--- config.mk ---
export PLATFORM = sky130hd
export DESIGN_NAME = ccs_fifo_stage
export DESIGN_NICKNAME = d
export VERILOG_FILES = /design/src/rtl/ccs_fifo_stage.sv
export SDC_FILE = /design/constraint.sdc
export NUM_CORES = 1
export LEC_CHECK = 0
export ABC_AREA = 1
export CAP_MARGIN = 20
export CORE_ASPECT_RATIO = 0.5
export CORE_MARGIN = 5
export CORE_UTILIZATION = 35
export CTS_CLUSTER_DIAMETER = 60
export DETAILED_ROUTE_END_ITERATION = 7
export GPL_TIMING_DRIVEN = 0
export PLACE_DENSITY_LB_ADDON = 0.08
export SYNTH_ARGS = -nofsm -noshare
export SYNTH_HDL_FRONTEND = slang
export SYNTH_SLANG_ARGS = --single-unit
--- constraint.sdc ---
create_clock -name clk -period 5.35 [get_ports clk]
set_clock_uncertainty 0.2 [all_clocks]
set_input_delay 1.07 -clock clk [delete_from_list [all_inputs] [get_ports clk]]
set_output_delay 1.07 -clock clk [all_outputs]
set_load 0.01 [all_outputs]
--- src/rtl/ccs_fifo_stage.sv ---
// Elastic rdy/vld/dat buffer between a ccs initiator (upstream) and a ccs responder (downstream).
// Latency: 1 cycle minimum (word pushed at edge N is presented after edge N); no same-cycle bypass.
// Backpressure: in_rdy drops only when all DEPTH entries are occupied; out_rdy never reaches in_rdy combinationally.
//
// Ports:
//   clk, rst          single clock, synchronous active-high reset
//   in_vld/in_rdy/in_dat    upstream link (this block is the responder)
//   out_vld/out_rdy/out_dat downstream link (this block is the initiator)
//   level             current occupancy, 0..DEPTH
//   hwm, hwm_clr      high-water mark of level and its one-cycle restart pulse
//
// DEPTH must be a power of two and at least 2 so the pointers wrap for free.

module ccs_fifo_stage #(
    parameter int WIDTH = 32,
    parameter int DEPTH = 4,
    localparam int LVL_W = $clog2(DEPTH + 1)
) (
    input  logic             clk,
    input  logic             rst,
    input  logic             in_vld,
    output logic             in_rdy,
    input  logic [WIDTH-1:0] in_dat,
    output logic             out_vld,
    input  logic             out_rdy,
    output logic [WIDTH-1:0] out_dat,
    output logic [LVL_W-1:0] level,
    output logic [LVL_W-1:0] hwm,
    input  logic             hwm_clr
);

    localparam int PTR_W = $clog2(DEPTH);

    logic [WIDTH-1:0] mem [DEPTH];
    logic [PTR_W-1:0] wr_ptr;
    logic [PTR_W-1:0] rd_ptr;
    logic [LVL_W-1:0] level_next;
    logic             push;
    logic             pop;

    // Both handshake outputs depend only on registered occupancy (and rst),
    // which keeps the two links free of combinational paths between them.
    assign in_rdy  = !rst && (level != LVL_W'(DEPTH));
    assign out_vld = (level != '0);
    assign out_dat = mem[rd_ptr];

    assign push = in_vld && in_rdy;
    assign pop  = out_vld && out_rdy;

    assign level_next = level + LVL_W'(push) - LVL_W'(pop);

    always_ff @(posedge clk) begin
        if (rst) begin
            wr_ptr <= '0;
            rd_ptr <= '0;
            level  <= '0;
            hwm    <= '0;
            // Clearing storage guarantees out_dat reads 0 after reset
            // instead of a stale word from before the reset.
            for (int i = 0; i < DEPTH; i++) begin
                mem[i] <= '0;
            end
        end else begin
            if (push) begin
                mem[wr_ptr] <= in_dat;
                wr_ptr      <= wr_ptr + PTR_W'(1);
            end
            if (pop) begin
                rd_ptr <= rd_ptr + PTR_W'(1);
            end
            level <= level_next;
            // A clear restarts tracking from the occupancy that results from this edge.
            if (hwm_clr) begin
                hwm <= level_next;
            end else if (level_next > hwm) begin
                hwm <= level_next;
            end
        end
    end

endmodule

==> impl_metrics.py <==
metrics = {
    "timing": {
        "fmax_mhz": 250,
        "finalSetupViolCount": 0,
        "tightestPinTransition_ps": 899,
        "worst_slack_ps": 1350,
        "relSlewSlack_pct": 40.0,
        "whs_ps": 306,
        "hold_viol_final": 0,
        "min_period_over_period_pct": 74.7,
        "layout_min_cycle_time_ps": 4000,
        "grt_setup_unrepaired": "false",
        "drv_slew": 0,
    },
    "power": {
        "p_seq_share_pct": 35.4,
        "p_comb_share_pct": 29.4,
        "vdd_drop_max_mv": 0.249,
        "leakagePower_nw": 3.06,
        "clkPwrFrac_pct": 35.3,
        "intPower_mw": 2.67,
        "power_density_nw_per_um2": 469,
        "p_sw_share_pct": 30.3,
        "p_sw_mw": 1.16,
    },
    "placed_design": {
        "io_buffer_count": 75,
        "place_area_um2": 7490,
        "place_hpwl_mm": 10.3,
        "dp.cells": 919,
        "gp_congestion": 0.735,
        "place_ws_ps": 924,
    },
    "clocking": {
        "hold_buffers": 0,
        "cts_resized": 0,
        "clk_pin_slew_worst_paths_ps": 60,
        "cts_tree": "yes",
        "clock-sinks": 140,
        "clockBufferDepth": 2,
        "clk_latency_ps": 410,
        "cts_inserted_buffers": 17,
        "root_buffer": "clkbuf_16",
        "cts_setup_buffers": 0,
        "htreeDepth": 4,
    },
    "setup_path": {
        "cp-start-kind": "input port",
        "crit_type": "input port to flop",
        "r2r_end": "hwm[1]",
        "reg2reg_from": "level[1]",
        "critPathCaptureType": "flop",
        "worstPathMaxFanout": 10,
        "rr_worst_depth": 20,
        "rrSetupSlack_ps": 1970,
        "cp.arrival_ps": 4100,
        "required_ps": 5460,
    },
    "synth": {
        "synth_nets": 650,
        "synth.cell_area_um2": 6360,
        "netlist_instances": 607,
        "syn_area_per_cell_um2": 10.5,
        "ys_types": 24,
        "yosysWarnings": 0,
        "ys_seq_elements": 140,
        "seq_area_frac_synth_pct": 64.2,
    },
    "die": {
        "die_w_um": 201,
        "initial_core_util_pct": 36.1,
        "rows": 34,
        "chipHeight_um": 105,
        "dieArea_um2": 21100,
        "core_area_um2": 17600,
        "ios": 77,
    },
    "drt": {
        "num_vias": 4499,
        "drc": 0,
        "drt_iter0_drc": 244,
        "detail-route-antenna-nets": 0,
        "drt-total-wl_mm": 16.0,
        "first_pass_iters": 5,
        "vias_per_cell": 4.73,
        "avgRoutedWirePerCell_um": 16.8,
    },
    "cells_and_area": {
        "seq_area_um2": 4080,
        "fillers": 1692,
        "area_growth_pct": 28.3,
        "stdcell_count": 951,
        "nNetsFinal": 747,
        "final_common_cell": "nor2_1",
        "layout-drive-gt1-share_pct": 13.9,
        "design_area_um2": 8160,
        "diodes": 0,
        "multi_input_area_um2": 1800,
        "layout_common_cells": "nor2_1 (176), edfxtp_1 (128), clkdlybuf4s50_1 (75), inv_1 (62), o21ai_0 (61)",
    },
    "grt": {
        "grt_util_met3_pct": 3.28,
        "grt_use_met1_pct": 22.3,
        "grt_overflow": 0,
        "grt_pass1_vias": 4626,
        "grt_util_all_layers_pct": 15.4,
        "grt_pass1_wl_mm": 25.3,
        "grt_max_degree": 33,
        "met2_usage_pct": 23.9,
        "busiest_layer": "met2",
        "antenna_found_initial": 0,
    },
    "status": {
        "status": "completed",
    },
    "worst_hold_path": {
        "hp-start": "wr_ptr[0]",
        "hold_depth": 2,
        "min_path_type": "flop to flop",
        "hold_end": "wr_ptr[0]",
    },
    "job": {
        "max-cap-violations": 0,
    },
}
## synthesized netlist by cell type
| master | instances | share of area, % |
|---|---|---|
| fa_1 | 1 | 0.31 |
| nor2_1 | 176 | 10 |
| a31oi_1 | 1 | 0.098 |
| nand2_1 | 22 | 1.3 |
| o21ai_1 | 3 | 0.24 |
| ha_1 | 5 | 0.98 |
| and2_1 | 1 | 0.098 |
| inv_1 | 63 | 3.7 |
| a41oi_1 | 1 | 0.14 |
| o22ai_1 | 32 | 3.1 |
| inv_2 | 22 | 1.3 |
| nand3_1 | 8 | 0.63 |
| edfxtp_1 | 128 | 60 |
| buf_6 | 4 | 0.71 |
| nand3_2 | 2 | 0.31 |
| buf_8 | 1 | 0.24 |
| buf_2 | 7 | 0.55 |
| nand3_4 | 1 | 0.28 |
| dfxtp_1 | 12 | 3.8 |
| clkbuf_1 | 21 | 1.2 |
| nor2_4 | 25 | 4.4 |
| inv_6 | 1 | 0.14 |
| o21ai_0 | 63 | 5.0 |
| a21oi_1 | 7 | 0.55 |
## registers in the layout (all words and copies together) (netlist names), named ones only
signal	count
hwm	3
level	3
mem	128
rd_ptr	2
wr_ptr	2
## cell type report
type	count	area share (%)
multi-input cells	348	22.0
inverters	86	4.02
repair buffers	78	9.94
flip-flops and latches	140	50.1
plain buffers	33	2.13
clock inverters	13	2.90
well taps	234	3.59
clock buffers	19	5.31
## worst max-delay path by stage
stage	depth (start not counted)	to	slack, ps	from
floorplan	6	mem[1][0]	770	rst
global placement	5	mem[1][19]	-1400	in_vld
detailed placement	19	hwm[0]	920	in_vld
CTS	19	hwm[1]	1360	in_vld
global route	19	hwm[2]	1090	in_vld
finish	19	hwm[1]	1350	in_vld
## per-stage QoR
step	utilization (%)	TNS, ps	total power [mW]
after floorplan	-	0	1.98
after global placement	42.0	-87710	2.50
after detailed placement	42.5	0	2.51
after CTS	46.3	0	3.87
after global routing	46.3	0	4.03
final	46.3	0	3.82
## logic make-up after synthesis
family,synth area share [%]
AO/OA/AOI/OAI,9.13
adder cells (fa/ha/maj),1.30
flip-flops,64.2
buffers and inverters,7.89
AND/OR/NAND/NOR,17.4
## worst max-delay path, stage by stage
cell	delay, ps
clkdlybuf4s50_1	530
nand3_4	90
buf_6	160
buf_6	180
ha_1	280
inv_1	40
ha_1	180
fa_1	370
inv_1	60
nand2_1	50
nand3_1	100
nand2_1	90
ha_1	320
a21oi_1	150
nand2_1	60
nand2_1	150
nand3_1	90
nand2_1	60
nor2_1	40
## power groups by stage
stage               logic [mW]  clock network [mW]  registers (mW)
floorplan                0.608                   0            1.38
global placement          1.12                   0            1.38
detailed placement        1.14                   0            1.37
CTS                       1.14                1.37            1.35
global route              1.25                1.42            1.36
finish                    1.12                1.35            1.35
## layer usage
metal	share of wire [%]	routed length, µm
met5	0	0
met4	0.68	109
met3	4.0	633
met2	44	7100
met1	51	8170
Note: power is estimated with default switching activity, not from simulation.
